### src/rtl/synapse_mac.sv
// Synaptic integration stage: walks a latched spike vector one synapse per cycle,
// accumulates signed weights and emits a clamped sum as a single-cycle pulse.
module synapse_mac #(
    parameter int N_INPUTS   = 16,
    parameter int DATA_WIDTH = 8,
    parameter int W_WIDTH    = 8,
    parameter int ACC_WIDTH  = 16,
    parameter int MAX_VAL    = 100,
    localparam int AW        = $clog2(N_INPUTS)
) (
    input  logic                  clk,
    input  logic                  rst,
    input  logic                  in_valid,
    output logic                  in_ready,
    input  logic [N_INPUTS-1:0]   in_spikes,
    input  logic                  w_we,
    input  logic [AW-1:0]         w_addr,
    input  logic [W_WIDTH-1:0]    w_data,
    output logic                  out_valid,
    output logic [DATA_WIDTH-1:0] out_mac_sum
);

    typedef enum logic [0:0] {
        S_IDLE  = 1'b0,
        S_ACCUM = 1'b1
    } state_t;

    localparam logic [AW-1:0]               LAST_IDX = AW'(N_INPUTS - 1);
    localparam logic [AW:0]                 N_EXT    = (AW + 1)'(N_INPUTS);
    localparam logic signed [ACC_WIDTH-1:0] MAX_ACC  = ACC_WIDTH'(MAX_VAL);
    localparam logic [DATA_WIDTH-1:0]       MAX_OUT  = DATA_WIDTH'(MAX_VAL);

    state_t                      state_r;
    state_t                      state_s;
    logic signed [W_WIDTH-1:0]   weight_r [N_INPUTS];
    logic [N_INPUTS-1:0]         spk_r;
    logic [AW-1:0]               idx_r;
    logic signed [ACC_WIDTH-1:0] acc_r;
    logic signed [ACC_WIDTH-1:0] term_s;
    logic signed [ACC_WIDTH-1:0] sum_s;
    logic                        last_s;
    logic                        w_addr_ok_s;
    logic                        in_ready_r;
    logic                        out_valid_r;
    logic [DATA_WIDTH-1:0]       out_mac_sum_r;

    function automatic logic signed [ACC_WIDTH-1:0] sign_ext(input logic signed [W_WIDTH-1:0] w);
        return {{(ACC_WIDTH - W_WIDTH){w[W_WIDTH-1]}}, w};
    endfunction

    // Negative sums floor at zero, anything above MAX_VAL saturates.
    function automatic logic [DATA_WIDTH-1:0] clamp_sum(input logic signed [ACC_WIDTH-1:0] v);
        logic [DATA_WIDTH-1:0] r;
        if (v[ACC_WIDTH-1]) begin
            r = {DATA_WIDTH{1'b0}};
        end else if (v > MAX_ACC) begin
            r = MAX_OUT;
        end else begin
            r = v[DATA_WIDTH-1:0];
        end
        return r;
    endfunction

    // Current synapse term, final-sum formation and write-address range check.
    always_comb begin
        term_s      = {ACC_WIDTH{1'b0}};
        w_addr_ok_s = ({1'b0, w_addr} < N_EXT);
        last_s      = (idx_r == LAST_IDX);
        if (spk_r[idx_r]) begin
            term_s = sign_ext(weight_r[idx_r]);
        end else begin
            term_s = {ACC_WIDTH{1'b0}};
        end
        sum_s = acc_r + term_s;
    end

    // Next-state logic.
    always_comb begin
        state_s = state_r;
        case (state_r)
            S_IDLE: begin
                if (in_valid) begin
                    state_s = S_ACCUM;
                end else begin
                    state_s = S_IDLE;
                end
            end
            S_ACCUM: begin
                if (last_s) begin
                    state_s = S_IDLE;
                end else begin
                    state_s = S_ACCUM;
                end
            end
            default: state_s = S_IDLE;
        endcase
    end

    // State register.
    always_ff @(posedge clk or posedge rst) begin
        if (rst) begin
            state_r <= S_IDLE;
        end else begin
            state_r <= state_s;
        end
    end

    // Weight memory; reads this cycle see the value before any same-edge write.
    always_ff @(posedge clk or posedge rst) begin
        if (rst) begin
            for (int i = 0; i < N_INPUTS; i++) begin
                weight_r[i] <= {W_WIDTH{1'b0}};
            end
        end else if (w_we && w_addr_ok_s) begin
            weight_r[w_addr] <= w_data;
        end
    end

    // Datapath and registered handshake/result outputs.
    always_ff @(posedge clk or posedge rst) begin
        if (rst) begin
            spk_r         <= {N_INPUTS{1'b0}};
            idx_r         <= {AW{1'b0}};
            acc_r         <= {ACC_WIDTH{1'b0}};
            in_ready_r    <= 1'b1;
            out_valid_r   <= 1'b0;
            out_mac_sum_r <= {DATA_WIDTH{1'b0}};
        end else begin
            out_valid_r <= 1'b0;
            in_ready_r  <= (state_s == S_IDLE);
            case (state_r)
                S_IDLE: begin
                    if (in_valid) begin
                        spk_r <= in_spikes;
                        acc_r <= {ACC_WIDTH{1'b0}};
                        idx_r <= {AW{1'b0}};
                    end
                end
                S_ACCUM: begin
                    acc_r <= sum_s;
                    if (last_s) begin
                        idx_r         <= {AW{1'b0}};
                        out_mac_sum_r <= clamp_sum(sum_s);
                        out_valid_r   <= 1'b1;
                    end else begin
                        idx_r <= idx_r + AW'(1);
                    end
                end
                default: begin
                    idx_r <= {AW{1'b0}};
                end
            endcase
        end
    end

    assign in_ready    = in_ready_r;
    assign out_valid   = out_valid_r;
    assign out_mac_sum = out_mac_sum_r;

endmodule
### config.mk
export PLATFORM = sky130hd
export DESIGN_NAME = synapse_mac
export DESIGN_NICKNAME = d
export VERILOG_FILES = /design/src/rtl/synapse_mac.sv
export SDC_FILE = /design/constraint.sdc
export NUM_CORES = 1
export LEC_CHECK = 0
export BUFFER_PORTS_ARGS = -buffer_cell sky130_fd_sc_hd__buf_2
export CORE_UTILIZATION = 56
export DETAILED_ROUTE_END_ITERATION = 12
export PLACE_DENSITY = 0.84
export SLEW_MARGIN = 30
export SYNTH_ARGS = -nofsm -noshare
export SYNTH_HDL_FRONTEND = slang
export SYNTH_SLANG_ARGS = --single-unit
### constraint.sdc
create_clock -name clk -period 4.75 [get_ports clk]
set_input_delay 0.475 -clock clk [delete_from_list [all_inputs] [get_ports clk]]
set_output_delay 0.475 -clock clk [all_outputs]
set_load 0.005 [all_outputs]
==> results.md <==
* Status: complete, but fails checks
* Failing checks: negative hold slack
* Worst Path Arrival at 4760 ps
* Count leader, synth: dfrtp_1
* Most common cell on crit path: mux4_2
* Max Transition Viols Final at 0
* Initial antenna violation count at 0
* CP startpoint: idx_r[0]
* Commonest cells post-synth: dfrtp_1, mux2_2, nand2_1
* GRT overflow at 0
* Num ports at 42
* Synth unique cells at 62
* Chip width at 127 um
* Yosys warns at 0
* Synth top area share at 49.7%
* PD cells at 685 mW/mm^2
* DR iter-0 viols at 411
* Post-Syn Instances at 642
* Worst-path cell chain: buf_12 -> mux4_2 -> mux4_2 -> and2_1 -> ha_1 -> fa_1 -> a21o_1 -> a221oi_4 -> o21a_1 -> o311ai_0 -> or2_2 -> nor3_2 -> a41o_1
* CTS root buf: clkbuf_16
* Number of synthesized register bits at 175
* RSZ-0062 raised after global routing: false
* Worst EP required at 5110 ps
* Worst-path maximum fanout at 39
* Largest net degree at the start of global routing at 136
* Crit path max-delay cell type: mux4_2
* Finished Layout Cells at 895
* Hold buffers post-CTS at 0
* WP buf/inv at 1
* Crit-path leading delay family: compound AO/OA/AOI/OAI gates
* Clock latency on the worst-skew pair at 430 ps
* Via density at 6.23
* EDFF count, synth at 0
* WP depth at 13
* Crit path kind: register to register
* Initial cell density of the core at 57.4%
* TritonCTS Sinks at 175
* Setup violators final at 0
* Worst r2r src: idx_r[0]
* Post-route setup TNS at 0 ps
* Max Cap Violations at 0
* Total number of vias at 5,577
* Dpl cells at 863
* R2R Path End: out_mac_sum[3]
* Die height at 127 um
* Mean Syn Cell Area at 13.6 um^2
* Top cells by area, synth: dfrtp_1, mux2_2, mux4_2
* # diodes at 0
* Register-to-Register Path Depth at 13
* Nets at 721
* CTS resizes at 0
* Worst setup EP type: register
* Num CTS Buffers at 17
* Highest routed layer: met4
* Initial DRT Pass Iterations at 5
* Synth-to-layout area growth at 11.6%
* CTS tree: yes
* Fmax at 0.227 GHz
* Worst slew margin at 29.6%
* Critical Path End: out_mac_sum[3]
* Post-CTS setup buffer count at 0
* Hold slack at -1.42 ps
* # DRC at 0
* Fillers at 1,067
* Met2 WL post-DR at 9520 um
* Routed len/inst at 21.3 um
* Detail Placement HPWL at 12,300 um
* Final wirelength at 19,000 um
* Mapped Area at 0.00876 mm^2
* Number of I/O port buffers at 41
* Row count at 45
* Wl on met1 at 8050 um
* Syn_nets at 691
* Min Tclk post-route at 4400 ps
* Peak supply drop at 350 uV
* H-tree levels at 4
* Final Cycle Share at 92.7%
* Final hold viol count at 3
* CP startpoint kind: register
* Biggest area consumer among synthesized cells: dfrtp_1
* Reg2reg setup slack at 350 ps
* CP peak stage delay at 550 ps
* Hold WC Path Type: input pin to asynchronous set/reset pin
* Clock buffer depth at 2
* Register area share after synthesis at 50.0%
* GP Congestion at 0.980
* Met3 routed WL at 913 um
* Antenna Nets Post-Route at 0
* Vias in the first global route at 5,895
* Total track usage at 25.7%
* Full die area at 0.0162 mm^2
* FFs w/ async S/R, synth at 100%
* Leak pwr at 4.30 nW
* Share of cells above drive strength 1 at 40.9%
* Top_reg_cell synth: dfrtp_1
* Global-route wire length before repair at 31,000 um
* Final Skew at 9.47 ps
* Worst Tran Pin Value at 1050 ps
* Clock transition at path regs at 60 ps
* Core footprint at 0.0153 mm^2
## worst reg2reg max path, stage by stage (launching register included)
cell and delay, ps:
dfrtp_2 410, buf_12 290, mux4_2 600, mux4_2 490
and2_1 180, ha_1 200, fa_1 410, a21o_1 220
a221oi_4 380, o21a_1 220, o311ai_0 140, or2_2 360
nor3_2 230, a41o_1 220
## sequential cells by signal, summed over array words and instances, names as in the netlist
register	flops
weight_r	128
acc_r	16
spk_r	16
out_mac_sum	8
idx_r	4
in_ready	1
out_valid	1
state_r	1
## kinds of logic after synthesis
kind of cell    Yosys count  synth area share (%)
compound gates           82                  6.84
xor+xnor                  8                  1.10
fa+ha+maj                17                  2.51
buf+inv                  45                  2.26
flops                   175                  50.0
mux                     190                  30.2
simple gates            125                  7.14
## how the worst min path moves through the flow
stage,cells after the start,to,slack [ps]
after floorplan,1,weight_r[105],470
after global placement,2,out_mac_sum[5],460
after detailed placement,2,out_mac_sum[2],470
after CTS,2,acc_r[11],250
after global routing,2,acc_r[13],20
final,2,acc_r[13],-1
## where the power goes
group | total, mW | internal [mW] | switching [mW]
logic | 3.11 | 1.50 | 1.61
registers | 2.20 | 1.93 | 0.273
clock network | 1.39 | 0.831 | 0.556
## cell usage in the layout (no fill, tap or decap), types with 3 or more instances in the layout
cell type,netlist,final
dfrtp_1,174,173
mux2_2,145,145
nand2_1,43,43
buf_2,7,41
mux4_2,37,37
o21ai_0,23,23
clkbuf_16,0,17
ha_1,16,16
and2_1,15,15
nor2_1,21,14
nand3_1,9,9
a21o_1,9,9
inv_1,9,8
a21oi_1,8,8
o211ai_1,7,7
nor2_2,0,7
mux4_1,5,5
a211oi_1,5,5
and3_1,5,5
nor2b_1,5,4
nand4_1,4,4
nand3b_1,4,4
nand2b_1,4,4
nor3_1,4,4
o22ai_1,4,4
clkbuf_8,0,4
buf_12,0,4
xor2_1,3,3
o21a_1,3,3
xnor2_1,3,3
a41o_1,3,3
nor4_1,3,3
clkbuf_1,24,3
## through the flow
| step | total power, mW | area, um^2 | hold slack [ps] | utilization, % | setup WS [ps] |
|---|---|---|---|---|---|
| final | 6.70 | 9780 | -1.42 | 64.1 | 347 |
| after global routing | 7.12 | 9780 | 18.8 | 64.1 | 149 |
| after CTS | 6.69 | 9740 | 253 | 63.9 | 353 |
| after detailed placement | 5.28 | 9150 | 473 | 60.0 | 380 |
| after global placement | 5.11 | 9150 | 463 | 60.0 | 469 |
| after floorplan | 4.58 | 8770 | 471 | - | 537 |
## per-layer routing
metal,track usage (%),up-vias
met2,42.8,186
met4,10.9,0
met1,33.0,2875
li1,-,2468
met5,0,-
met3,5.53,48
## final cells by class
type                       instances  area [um^2]  area share [%]
timing repair buffer              47          300            3.07
multi-input combinational        422         4200            43.0
tap                              211          264            2.70
clock buffer                      24          492            5.03
inverter                           9         37.5           0.384
clock inverter                     7         98.8            1.01
sequential                       175         4380            44.8
Power figures use the tool's default switching activity.
